## config.mk

```make
export PLATFORM = sky130hd
export DESIGN_NAME = mem_arbiter
export DESIGN_NICKNAME = d
export VERILOG_FILES = /design/src/rtl/mem_arb_pkg.sv /design/src/rtl/mem_arb_pick.sv /design/src/rtl/mem_arbiter.sv
export SDC_FILE = /design/constraint.sdc
export NUM_CORES = 1
export LEC_CHECK = 0
export ABC_AREA = 1
export BUFFER_PORTS_ARGS = -buffer_cell sky130_fd_sc_hd__buf_2
export CORE_ASPECT_RATIO = 0.6
export CORE_MARGIN = 2
export CORE_UTILIZATION = 49
export CTS_CLUSTER_DIAMETER = 40
export DETAILED_ROUTE_END_ITERATION = 6
export GPL_TIMING_DRIVEN = 0
export HOLD_SLACK_MARGIN = 0.06
export PLACE_DENSITY_LB_ADDON = 0.05
export SLEW_MARGIN = 10
export SYNTH_ARGS = -nofsm -noshare
export SYNTH_HDL_FRONTEND = slang
export SYNTH_SLANG_ARGS = --single-unit
```

## constraint.sdc

```tcl
create_clock -name clk -period 1.6 [get_ports clk]
set_clock_uncertainty 0.15 [all_clocks]
set_input_delay 0.16 -clock clk [delete_from_list [all_inputs] [get_ports clk]]
set_output_delay 0.16 -clock clk [all_outputs]
set_load 0.02 [all_outputs]
```

## src/rtl/mem_arb_pkg.sv

```systemverilog
// rtl/mem_arb_pkg.sv - shared encodings for the instruction/data memory arbiter
package mem_arb_pkg;

    typedef enum logic [1:0] {
        IDLE = 2'd0,
        BUSY = 2'd1,
        RESP = 2'd2
    } arb_state_t;

    typedef enum logic {
        OWN_IF = 1'b0,
        OWN_D  = 1'b1
    } owner_t;

    localparam int STREAK_W = 8;

    // Fetches always read a full word
    localparam logic [2:0] FUNCT3_WORD = 3'b010;

endpackage

```

## src/rtl/mem_arb_pick.sv

```systemverilog
// rtl/mem_arb_pick.sv - combinational winner select: data first unless fetch has waited MAX_STREAK grants
module mem_arb_pick
    import mem_arb_pkg::*;
#(
    parameter int MAX_STREAK = 4
) (
    input  logic                if_req,
    input  logic                d_req,
    input  logic [STREAK_W-1:0] streak,
    output logic                pick_if,
    output logic                pick_d
);

    logic fetch_due;

    always_comb begin
        fetch_due = if_req && (streak >= STREAK_W'(MAX_STREAK));
        pick_d    = d_req && !fetch_due;
        pick_if   = if_req && !pick_d;
    end

endmodule

```

## src/rtl/mem_arbiter.sv

```systemverilog
// rtl/mem_arbiter.sv - single-outstanding fetch/data memory arbiter; MEM_ARB_FAIRNESS_EN enables the fetch streak limit
module mem_arbiter
    import mem_arb_pkg::*;
#(
    parameter int ADDR_W     = 13,
    parameter int DATA_W     = 32,
    parameter int MAX_STREAK = 4
) (
    input  logic              clk,
    input  logic              rst,
    input  logic              if_req,
    input  logic [ADDR_W-1:0] if_addr,
    input  logic              if_flush,
    output logic              if_gnt,
    output logic              if_rvalid,
    output logic [DATA_W-1:0] if_rdata,
    input  logic              d_req,
    input  logic              d_we,
    input  logic [ADDR_W-1:0] d_addr,
    input  logic [DATA_W-1:0] d_wdata,
    input  logic [2:0]        d_funct3,
    output logic              d_gnt,
    output logic              d_rvalid,
    output logic [DATA_W-1:0] d_rdata,
    output logic              mem_req,
    output logic              mem_we,
    output logic [ADDR_W-1:0] mem_addr,
    output logic [DATA_W-1:0] mem_wdata,
    output logic [2:0]        mem_funct3,
    input  logic              mem_ready,
    input  logic [DATA_W-1:0] mem_rdata
);

    arb_state_t          state_q, state_d;
    owner_t              owner_q;
    logic                kill_q;
    logic [DATA_W-1:0]   rdata_q, if_hold_q, d_hold_q;
    logic [STREAK_W-1:0] streak_q;
    logic                pick_if, pick_d;

    mem_arb_pick #(
        .MAX_STREAK(MAX_STREAK)
    ) u_pick (
        .if_req (if_req && !if_flush),
        .d_req  (d_req),
        .streak (streak_q),
        .pick_if(pick_if),
        .pick_d (pick_d)
    );

    always_comb begin
        state_d = state_q;
        if_gnt  = 1'b0;
        d_gnt   = 1'b0;
        case (state_q)
            IDLE: begin
                // Grants are combinational, so keep them quiet while reset is held
                if (rst) begin
                    if_gnt = pick_if;
                    d_gnt  = pick_d;
                    if (pick_if || pick_d) state_d = BUSY;
                end
            end
            BUSY:    if (mem_ready) state_d = RESP;
            RESP:    state_d = IDLE;
            default: state_d = IDLE;
        endcase
    end

    assign mem_req   = (state_q == BUSY);
    // A flush landing in the response cycle still suppresses the pulse
    assign if_rvalid = (state_q == RESP) && (owner_q == OWN_IF) && !kill_q && !if_flush;
    assign d_rvalid  = (state_q == RESP) && (owner_q == OWN_D);
    assign if_rdata  = if_rvalid ? rdata_q : if_hold_q;
    assign d_rdata   = d_rvalid ? rdata_q : d_hold_q;

    always_ff @(posedge clk or negedge rst) begin
        if (!rst) begin
            state_q    <= IDLE;
            owner_q    <= OWN_IF;
            kill_q     <= 1'b0;
            mem_we     <= 1'b0;
            mem_addr   <= '0;
            mem_wdata  <= '0;
            mem_funct3 <= '0;
            rdata_q    <= '0;
            if_hold_q  <= '0;
            d_hold_q   <= '0;
        end else begin
            state_q <= state_d;
            if (d_gnt) begin
                owner_q    <= OWN_D;
                mem_we     <= d_we;
                mem_addr   <= d_addr;
                mem_wdata  <= d_wdata;
                mem_funct3 <= d_funct3;
            end else if (if_gnt) begin
                owner_q    <= OWN_IF;
                mem_we     <= 1'b0;
                mem_addr   <= if_addr;
                mem_wdata  <= '0;
                mem_funct3 <= FUNCT3_WORD;
            end
            if (state_q == BUSY && mem_ready) rdata_q <= mem_rdata;
            if (if_rvalid) if_hold_q <= rdata_q;
            if (d_rvalid) d_hold_q <= rdata_q;
            if (state_q == IDLE) kill_q <= 1'b0;
            else if (if_flush && owner_q == OWN_IF) kill_q <= 1'b1;
        end
    end

`ifdef MEM_ARB_FAIRNESS_EN
    always_ff @(posedge clk or negedge rst) begin
        if (!rst) begin
            streak_q <= '0;
        end else if (if_gnt) begin
            streak_q <= '0;
        end else if (d_gnt && if_req && streak_q < STREAK_W'(MAX_STREAK)) begin
            streak_q <= streak_q + STREAK_W'(1);
        end
    end
`else
    assign streak_q = '0;
`endif

endmodule

```

## Word-level counts from Yosys, hierarchy flattened

Cells that the tools add are included.

- Output and inout bits: 118
- Flip-flop bits (word level): 149

- Mux-type cells: 21
- Reductions and logical operators: 16
- Bitwise gates (word level): 1
- Equality and inequality tests: 5

Operators by type and width:

| kind | count |
|---|---|
| two-way mux 32 bit | 4 |
| two-way mux 13 bit | 2 |
| two-way mux 1 bit | 9 |
| logical AND 1 bit | 8 |
| two-way mux 2 bit | 3 |
| two-way mux 3 bit | 2 |
| != test 2 bit (second input constant) | 2 |
| one-hot mux 2 bit (2 select lines) | 1 |
| nonzero test 2 bit | 2 |
| logical NOT 1 bit | 3 |
| AND reduction 3 bit | 1 |
| equality test 2 x 1 -> 1 bit (second input constant) | 1 |
| equality test 2 bit (second input constant) | 1 |
| logical NOT 2 bit | 1 |
| != test 2 x 1 -> 1 bit (second input constant) | 1 |
| logical OR 1 bit | 1 |
| inverter 1 bit | 1 |

## Logic depth before layout (Yosys ltp)

Gate-level depths: netlist of run 1.

- Word-level depth: 7
- Mapped depth: 8
- Gate-level depth less buffers: 7

## Cells and area by module

A second synthesis of run 1 with hierarchy kept.

- Cells, all modules: 645
- Area, all modules: 5910.7 um2

Modules (own cells, without submodules):

| module | instances | area each (um2) | seq. area each (um2) | cells each |
|---|---|---|---|---|
| mem_arbiter | 1 | 5864.4 | 3728.6 | 635 |
| mem_arb_pick | 1 | 46.3 | 0.0 | 10 |

## Worst setup path before layout of run 1

OpenSTA, ideal clock, no wires.

- Path type: reg-to-output
- Start point: reg state_q[0]
- End point: out if_gnt
- Data required time: 1.290 ns
- Cell stages (with the launch flop): 4
- Arrival: 1.324 ns
- Slack: -0.034 ns
- Cell sequence: dfrtp_1 > nor2_4 > nand2_2 > nor4_1

- Longest elaborated chain between the ends: 2

Ends and longest elaborated chain:

| element | RTL line | RTL |
|---|---|---|
| from (decl) | mem_arbiter.sv:34 | `arb_state_t state_q, state_d;` |
| from (signal assigned) | mem_arbiter.sv:90 | `state_q <= state_d;` |
| logical NOT 2 bit | mem_arbiter.sv:55 | `case (state_q)` |
| two-way mux 1 bit | mem_arbiter.sv:55 |  |
| to (decl) | mem_arbiter.sv:14 | `output logic if_gnt,` |

No other way between the ends.

## Final worst setup path of run 1

- Start point: reg owner_q
- End point: out d_rdata[26]

- Longest elaborated chain between the ends: 2

Ends and longest elaborated chain:

| element | RTL line | RTL |
|---|---|---|
| from (decl) | mem_arbiter.sv:35 | `owner_t owner_q;` |
| from (signal assigned) | mem_arbiter.sv:80 | `owner_q <= OWN_IF;` |
| from (signal assigned) | mem_arbiter.sv:92 | `owner_q <= OWN_D;` |
| from (signal assigned) | mem_arbiter.sv:98 | `owner_q <= OWN_IF;` |
| logical AND 1 bit | mem_arbiter.sv:73 | `assign d_rvalid = (state_q == RESP) && (owner_q == OWN_D);` |
| two-way mux 32 bit | n/a |  |
| to (decl) | mem_arbiter.sv:24 | `output logic [DATA_W-1:0] d_rdata,` |

No other way between the ends.

==> impl_metrics.yaml, run 1 <==
timing:
  grt_setup_unrepaired: "true"
  fin_crit_ns: 2.074
  finalCritPeriodShare_pct: 129.6
  relSlewSlack_pct: 37.92
  timing.fmax_ghz: 0.4822
  slew_viol_final: 0
  tightest_slew_ns: 0.9294
  setup_ws_ns: -0.4739
  hold_viol_final: 120
  finalSetupViolCount: 151
  hold_slack_ns: -0.2982
cells_and_area:
  insertedDiodeCount: 0
  final_area_um2: 10970
  fin_nets: 1104
  area_delta_synth_final_pct: 85.69
  instances_no_fill: 1182
  drive_above_1_share_pct: 45.72
drt:
  first_pass_iters: 6
  drt_wl_total_um: 24710
  first_iter_violations: 515
  via_per_inst: 5.404
  wl_per_cell_um: 20.91
  vias: 6387
  antenna_left: 0
  drcViolationCount: 0
global_route:
  grt_pass1_wl_um: 30540
  grt_usage_pct: 30.62
  grt_overflow: 0
  grt_max_degree: 59
  grt_pass1_vias: 5851
  antenna_found_initial: 0
synthesis:
  ys.flop_type: "dfrtp_1"
  synth_top_area_cell: "dfrtp_1"
  synth_edf_count: 0
  synth_fp_nets: 724
  synth.distinct_cells: 20
  yosysWarnings: 0
  synth_cells: 624
  synth_top_area_share_pct: 63.10
  yosysMostFrequentCell: "nand2_1"
  synthesis.area_um2: 5909
  ys_seq_area_share_pct: 63.10
  ys_async_sr_fraction_pct: 100.0
  avgSynthCellArea_um2: 9.470
  netlist_top_cells_area: "dfrtp_1, nand2_1, o21ai_1"
  yosys-top-cells-count: "nand2_1, dfrtp_1, o21ai_1"
  yosys_register_bits: 149
pwr:
  ir_drop_v: 0.001056
  p_leak_nw: 5.507
  share_seq_of_total_power_pct: 31.9
  p_comb_share_pct: 45.9
  power_switching_w: 0.007333
  powerDensity_nw_per_um2: 1658
  swShare_pct: 40.31
  clkPwrFrac_pct: 22.2
  intPower_w: 0.01086
setup_path:
  cp_top_family: "buffers and inverters"
  cp_slowest_stage_delay_ns: 0.40
  crit_buf_inv: 4
  endpoint_kind: "output pin"
  critPathKind: "flop to output pin"
  crit_path_frequent_cell: "buf_12"
  slowest_stage: "dfrtp_1"
  path_max_fanout: 10
  start_kind: "flop"
  cp_cell_sequence: "buf_4, nand2_2, buf_12, buf_12, nand2_1, o21ai_2, buf_6"
  cp.required_ns: 1.29
  worstPathArrival_ns: 1.76
clock_network:
  cts_tree: "done"
  cts_buffer_depth: 2
  clock_tree.root_cell: "clkbuf_16"
  holdBufCountCts: 99
  clk_latency_ns: 0.42
  clk_pin_slew_worst_paths_ns: 0.07
  cts_buffers: 17
  cts_max_level: 4
  cts.sinks: 149
placement:
  gp_congestion: 0.8003
  dp.cells: 1007
  hpwlAfterDp_um: 10660
  numPortBuffers: 217
  placed_area_um2: 7246
die:
  core_um2: 11910
  die-area_um2: 12980
  fp.dieH_um: 89.07
  rows: 31
  initial_core_util_pct: 49.63
  io_pins: 218
  die_w_um: 145.8
run_status:
  status: "complete, but fails checks"
  violations: "negative hold slack, negative setup slack"
job:
  max-cap-violations: 0
hold_path:
  min-delay-path-class: "input pin to async pin"
-- worst min-delay path, cell delays in order --
cell	delay [ns]
buf_8	0.08
buf_12	0.09
buf_12	0.10
buf_12	0.23
-- layout by cell type, fill, tap and decap left out, types with 23 or more instances in the layout --
master,Yosys,final
nand2_2,3,47
dlygate4sd3_1,0,96
o21ai_1,60,23
o21ai_4,0,46
clkbuf_16,0,32
dfrtp_1,149,147
buf_6,13,75
buf_2,9,152
nand2_1,272,221
inv_1,39,38
-- per-layer routing --
layer,global-route usage [%],up-vias,wire (um)
met1,37.60,3162,9714
met2,54.59,420,12290
met5,0,-,0
met3,6.378,73,2011
met4,12.21,0,697
li1,-,2732,-
-- sequential cells by signal, summed over array words and instances, names as in the netlist --
register,count
d_hold_q,32
if_hold_q,32
mem_wdata,32
rdata_q,32
mem_addr,13
mem_funct3,3
state_q,2
kill_q,1
mem_we,1
owner_q,1
-- layout make-up --
type                            instances  area, um^2
Sequential cell                       149        3731
Buffer                                 31       480.5
Clock inverter                         13       140.1
Inverter                               44       195.2
Multi-Input combinational cell        399        2516
Timing Repair Buffer                  362        3261
Fill cell                             430       934.6
Clock buffer                           19       442.9
Tap cell                              165       206.4
-- logic make-up after synthesis --
family / share of synthesized area [%]
simple gates: 19.65
flops: 63.10
buf+inv: 7.241
compound gates: 10.01
-- path summary, 6_finish.rpt --
path                                from             to  slack [ns]  depth (start not counted)
max                              owner_q    d_rdata[26]       -0.47                          7
min                                  rst   mem_wdata[3]       -0.30                          4
max reg2reg                   state_q[1]    mem_addr[6]       -0.18                         11
min reg2reg                mem_wdata[11]  mem_wdata[11]        0.32                          2
max in group asynchronous            rst     state_q[0]        1.00                          5
min in group clk                   d_req    mem_addr[1]        0.12                          5
-- what timing repair did --
item	4_1_cts	5_1_grt
pin swaps	2	13
resized for setup	261	125
setup buffers	12	13
endpoints found under the setup margin	112	151
hold endpoints to repair	232	120
gates cloned	5	17
-- through the flow --
step,total power (W),utilization (%),setup WS (ns),TNS [ns]
after floorplan,0.008801,-,0.02971,0
after global placement,0.01045,60.53,-2.462,-405.78
after detailed placement,0.01063,60.85,-0.6480,-31.78
after CTS,0.01654,83.90,-0.4146,-25.93
after global routing,0.01884,92.15,-0.5076,-39.53
final,0.01819,92.15,-0.4739,-31.65
-- power groups by stage --
stage | combinational (W) | sequential, W | clock (W)
floorplan | 0.00280 | 0.00600 | 0
detailed placement | 0.00501 | 0.00562 | 0
global placement | 0.00487 | 0.00558 | 0
finish | 0.00835 | 0.00580 | 0.00404
CTS | 0.00699 | 0.00561 | 0.00394
global route | 0.00874 | 0.00590 | 0.00420
Power figures use the tool's default switching activity.
==> inputs of run 2 (changes only) <==
--- a/config.mk
+++ b/config.mk
@@ -7,14 +7,17 @@
 export LEC_CHECK = 0
 export ABC_AREA = 1
 export BUFFER_PORTS_ARGS = -buffer_cell sky130_fd_sc_hd__buf_2
+export CELL_PAD_IN_SITES_DETAIL_PLACEMENT = 0
+export CELL_PAD_IN_SITES_GLOBAL_PLACEMENT = 1
 export CORE_ASPECT_RATIO = 0.6
 export CORE_MARGIN = 2
-export CORE_UTILIZATION = 49
+export CORE_UTILIZATION = 36
 export CTS_CLUSTER_DIAMETER = 40
 export DETAILED_ROUTE_END_ITERATION = 6
 export GPL_TIMING_DRIVEN = 0
 export HOLD_SLACK_MARGIN = 0.06
 export PLACE_DENSITY_LB_ADDON = 0.05
+export RECOVER_POWER = 50
 export SLEW_MARGIN = 10
 export SYNTH_ARGS = -nofsm -noshare
 export SYNTH_HDL_FRONTEND = slang
==> run 2 against run 1 <==
Net effect:
- the flow finishes with violations (negative setup slack)
- sequential power decreased by 3%
- final area decreased by 1.5%
- first-iteration DRC count decreased by 48%
- via count decreased by 11%
- register-to-register slack got worse by 0.04 ns
- cell count increased by 3.9%
- die area increased by 35%
- global-route usage decreased by 8.8 points
- utilization decreased by 25 points
- clock power about the same
- worst hold slack improved by 0.40 ns
- routed wire length decreased by 19%
==> impl_metrics.yaml, run 2 (synthesis results as in run 1) <==
setup_path:
  worstPathArrival_ns: 1.71
  endpoint_kind: "output pin"
  r2r_end: "mem_wdata[18]"
  path_max_fanout: 10
  r2r-start: "state_q[0]"
  reg2reg_setup_slack_ns: -0.22
  start_kind: "flop"
  cp.required_ns: 1.29
  worst_r2r_path_depth: 12
  critPathKind: "flop to output pin"
cells_and_area:
  final_cell_mix: "nand2_1, buf_2, dfrtp_1"
  area_delta_synth_final_pct: 82.83
  layout_commonest_cell: "nand2_1"
  drive_above_1_share_pct: 45.04
  fin_nets: 1106
  final_area_um2: 10800
  insertedDiodeCount: 0
  fillCellCount: 1282
drt:
  vias: 5658
  drcViolationCount: 0
  antenna_left: 0
  wl_per_cell_um: 16.37
  first_iter_violations: 270
  drt_wl_total_um: 20110
  via_per_inst: 4.607
  first_pass_iters: 4
clock_network:
  cts_tree: "done"
  cts.sinks: 149
  clk_pin_slew_worst_paths_ns: 0.06
  clk_latency_ns: 0.42
  clock_tree.root_cell: "clkbuf_16"
  cts_buffers: 17
  cts_buffer_depth: 2
  cts_max_level: 4
  holdBufCountCts: 103
die:
  io_pins: 218
  fp.dieH_um: 103.2
  rows: 36
  core_um2: 16130
  die-area_um2: 17490
  initial_core_util_pct: 36.65
  die_w_um: 169.4
placement:
  placed_area_um2: 7301
  numPortBuffers: 217
  hpwlAfterDp_um: 11420
  gp_congestion: 0.7781
timing:
  hold_viol_final: 0
  slew_viol_final: 0
  relSlewSlack_pct: 27.78
  timing.fmax_ghz: 0.4942
  setup_ws_ns: -0.4234
  hold_slack_ns: 0.09922
  finalSetupViolCount: 153
  tightest_slew_ns: 1.083
  grt_setup_unrepaired: "true"
  finalCritPeriodShare_pct: 126.5
  fin_crit_ns: 2.023
pwr:
  p_leak_nw: 5.454
  ir_drop_v: 0.0008351
  powerDensity_nw_per_um2: 1604
global_route:
  grt_overflow: 0
  antenna_found_initial: 0
  use_met2_pct: 34.85
  grt_pass1_wl_um: 28920
  grt.met1_usage_pct: 29.85
  grt_pass1_vias: 5602
  gr-usage-met3_pct: 5.213
  grt_usage_pct: 21.78
  busiest_layer: "met2"
  grt_max_degree: 44
hold_path:
  holdCritStartpoint: "d_req"
  min_to: "mem_addr[0]"
  min-delay-path-class: "input pin to flop"
  whs_path_depth: 5
run_status:
  status: "complete, but fails checks"
  violations: "negative setup slack"
job:
  max-cap-violations: 0
run 2: changes by cell type in the layout (fill, tap and decap cells not counted), moves of 3 or more:
| cell | before | now |
|---|---|---|
| o21ai_2 | 19 | 31 |
| o21ai_4 | 46 | 36 |
| o21ai_0 | 8 | 1 |
| buf_4 | 20 | 26 |
| nand2_1 | 221 | 227 |
| buf_8 | 14 | 9 |
| nand2_2 | 47 | 42 |
| o21ai_1 | 23 | 28 |
| clkbuf_16 | 32 | 29 |
run 2: how the worst max path moves through the flow:
stage | startpoint | end | slack [ns] | depth (start not counted)
floorplan | state_q[1] | d_rdata[10] | 0.03 | 6
global placement | rst | d_gnt | -2.58 | 7
detailed placement | rst | d_gnt | -0.75 | 8
CTS | owner_q | if_rdata[30] | -0.42 | 7
global route | state_q[0] | if_gnt | -0.52 | 7
finish | state_q[0] | d_rdata[2] | -0.42 | 6
run 2: metal layers:
layer	routed length (um)	share of wire, %	up-vias
met4	172	0.86	0
li1	-	-	2735
met5	0	0	-
met3	1215	6.0	11
met2	9169	46	163
met1	9550	47	2749
run 2: layout make-up:
class                           count  area (um^2)  area share (%)
Inverter                           44        185.2           1.714
Timing Repair Buffer              364         3176           29.39
Tap cell                          209        261.5           2.420
Sequential cell                   149         3731           34.53
Clock inverter                     15        166.4           1.540
Multi-Input combinational cell    399         2416           22.36
Clock buffer                       17        425.4           3.937
Buffer                             31        442.9           4.100
run 2: report_power, final:
part           internal [W]  switching [W]  total, W
clock network       0.00233        0.00172   0.00405
logic               0.00329        0.00438   0.00767
registers           0.00511       0.000499   0.00561
total                0.0107        0.00660    0.0173
run 2: stage by stage:
step	std cells	worst slack (ns)	total power, W	setup TNS, ns	utilization (%)
global placement	1050	-2.576	0.01053	-434.72	45.04
floorplan	624	0.02971	0.008801	0	-
detailed placement	1051	-0.7512	0.01067	-39.99	45.27
global route	1228	-0.5165	0.01829	-54.29	67.00
CTS	1200	-0.4207	0.01677	-26.64	62.85
finish	1228	-0.4234	0.01733	-41.18	67.00
run 2: timing repair:
item,in CTS,in global routing
endpoints found under the hold margin,232,115
buffers inserted,12,15
gates resized for setup,257,109
pin swaps,3,9
gates cloned,4,14
setup endpoints to repair,117,152
run 2: worst max-delay path, stage by stage (launching register included):
cell     delay [ns]
dfrtp_2        0.43
nor2_4         0.11
nand2_2        0.10
buf_12         0.17
buf_12         0.17
o21ai_4        0.16
buf_6          0.14
==> inputs of run 3 (changes only) <==
--- a/config.mk
+++ b/config.mk
@@ -7,11 +7,12 @@
 export LEC_CHECK = 0
 export ABC_AREA = 1
 export BUFFER_PORTS_ARGS = -buffer_cell sky130_fd_sc_hd__buf_2
+export CAP_MARGIN = 20
 export CELL_PAD_IN_SITES_DETAIL_PLACEMENT = 0
 export CELL_PAD_IN_SITES_GLOBAL_PLACEMENT = 1
 export CORE_ASPECT_RATIO = 0.6
 export CORE_MARGIN = 2
-export CORE_UTILIZATION = 36
+export CORE_UTILIZATION = 33
 export CTS_CLUSTER_DIAMETER = 40
 export DETAILED_ROUTE_END_ITERATION = 6
 export GPL_TIMING_DRIVEN = 0
==> constraint.sdc (replaced) <==
create_clock -name clk -period 1.7 [get_ports clk]
set_clock_uncertainty 0.15 [all_clocks]
set_input_delay 0.17 -clock clk [delete_from_list [all_inputs] [get_ports clk]]
set_output_delay 0.17 -clock clk [all_outputs]
set_load 0.02 [all_outputs]
==> run 3 against run 2 <==
Net effect:
- critical endpoint is now d_rdata[17]
- flip-flop and latch count unchanged
- via count decreased by 2.9%
- utilization decreased by 8.3 points
- the flow still finishes with violations (negative setup slack)
- worst setup slack improved by 0.063 ns
==> impl_metrics.yaml, run 3 (synthesis results as in run 1) <==
run_status:
  status: "complete, but fails checks"
  violations: "negative setup slack"
cells_and_area:
  final_cell_mix: "nand2_1, dfrtp_1, buf_2"
  layout_commonest_cell: "nand2_1"
  multi_input_comb_area_um2: 2335
  drive_above_1_share_pct: 39.64
  fin_nets: 1081
  seq_area_um2: 3731
  area_delta_synth_final_pct: 71.97
  fillCellCount: 1506
  insertedDiodeCount: 0
  instances_no_fill: 1228
clock_network:
  clock_tree.root_cell: "clkbuf_16"
  cts_buffer_depth: 2
  clk_latency_ns: 0.42
  cts_tree: "done"
  cts_buffers: 17
  cts_max_level: 4
  clk_pin_slew_worst_paths_ns: 0.07
  cts.sinks: 149
die:
  initial_core_util_pct: 34.13
  io_pins: 218
  core_um2: 17310
  die_w_um: 176.8
  die-area_um2: 19030
  rows: 37
  fp.dieH_um: 107.7
drt:
  vias: 5494
  antenna_left: 0
  drcViolationCount: 0
  first_pass_iters: 4
  first_iter_violations: 237
  wl_per_cell_um: 15.37
  drt_wl_total_um: 18870
  via_per_inst: 4.474
global_route:
  grt_pass1_vias: 5730
  grt_usage_pct: 20.39
  grt_overflow: 0
  antenna_found_initial: 0
  grt_max_degree: 55
  grt_pass1_wl_um: 29660
hold_path:
  min_to: "mem_addr[1]"
  whs_path_depth: 5
  holdCritStartpoint: "d_req"
  min-delay-path-class: "input pin to flop"
setup_path:
  path_max_fanout: 10
  r2r-start: "state_q[0]"
  endpoint_kind: "output pin"
  r2r_end: "mem_wdata[17]"
  cp.required_ns: 1.38
  worstPathArrival_ns: 1.74
  critPathKind: "flop to output pin"
  worst_r2r_path_depth: 9
  start_kind: "flop"
  reg2reg_setup_slack_ns: 0.09
timing:
  relSlewSlack_pct: 24.86
  slew_viol_final: 0
  tightest_slew_ns: 1.127
  finalSetupViolCount: 122
  setup_ws_ns: -0.3603
  finalCritPeriodShare_pct: 121.2
  hold_viol_final: 0
  fin_crit_ns: 2.060
  grt_setup_unrepaired: "true"
  timing.fmax_ghz: 0.4854
placement:
  numPortBuffers: 217
  hpwlAfterDp_um: 11930
  gp_congestion: 0.7364
  dp.cells: 1076
pwr:
  powerDensity_nw_per_um2: 1557
  finalPower_w: 0.01582
  ir_drop_v: 0.0009134
  p_leak_nw: 5.087
job:
  max-cap-violations: 0
run 3: cell count changes in the layout (fill, tap and decap cells not counted), moves of 9 or more:
cell / before / now
buf_12: 15 / 6
buf_2: 152 / 132
clkbuf_1: 2 / 26
clkbuf_16: 29 / 18
o21ai_0: 1 / 13
o21ai_2: 31 / 21
run 3: how the worst max path moves through the flow:
stage | start | to | slack, ns | cells past startpoint
floorplan | state_q[0] | if_gnt | 0.06 | 3
global placement | rst | d_gnt | -2.48 | 7
detailed placement | rst | d_gnt | -0.61 | 8
CTS | state_q[1] | if_rdata[17] | -0.36 | 7
global route | state_q[0] | if_rdata[10] | -0.43 | 7
finish | state_q[0] | d_rdata[17] | -0.36 | 6
run 3: final cells by class:
cell class,count,share of cell area [%]
flip-flops and latches,149,36.72
repair buffers,340,26.35
multi-input cells,398,22.97
clock buffers,19,4.359
plain buffers,31,3.620
well taps,234,2.881
inverters,44,1.748
clock inverters,13,1.354
run 3: per-stage QoR:
stage | util [%] | hold WS, ns | instance area, um^2 | setup TNS [ns] | setup WS (ns)
2_1_floorplan | - | -0.2756 | 5909 | 0 | 0.05599
3_3_place_gp | 42.09 | 0.2106 | 7288 | -407.16 | -2.481
3_5_place_dp | 42.31 | -0.07568 | 7326 | -24.33 | -0.6099
4_1_cts | 57.19 | 0.07211 | 9902 | -22.91 | -0.3635
5_1_grt | 58.69 | 0.1461 | 10160 | -49.12 | -0.4327
6_report | 58.69 | 0.1022 | 10160 | -26.71 | -0.3603
run 3: routing by layer:
| metal | global-route usage [%] | vias up | share of wire, % |
|---|---|---|---|
| li1 | - | 2677 | - |
| met1 | 27.42 | 2647 | 47 |
| met2 | 32.34 | 154 | 46 |
| met3 | 5.297 | 16 | 6.1 |
| met4 | 6.434 | 0 | 1.2 |
| met5 | 0 | - | 0 |
run 3: critical path: stages, from the launching register on:
cell and delay, ns:
dfrtp_2 0.43, nor2_4 0.16, nand2_2 0.10, buf_8 0.16, buf_12 0.16, o21ai_4 0.17, buf_6 0.14
run 3: what timing repair did:
action / 4_1_cts / 5_1_grt
gates cloned: 4 / 1
hold buffers: 100 / 0
pin swaps: 2 / 3
hold endpoints to repair: 232 / 0
endpoints found under the setup margin: 79 / 79
buffers inserted: 9 / 8
gates resized for setup: 216 / 79
run 3: where the power goes:
part	leakage (nW)	internal, W	switching [W]	total [W]
registers	1.89	0.00481	0.000499	0.00531
clock network	0.273	0.00210	0.00162	0.00372
logic	2.93	0.00282	0.00397	0.00679
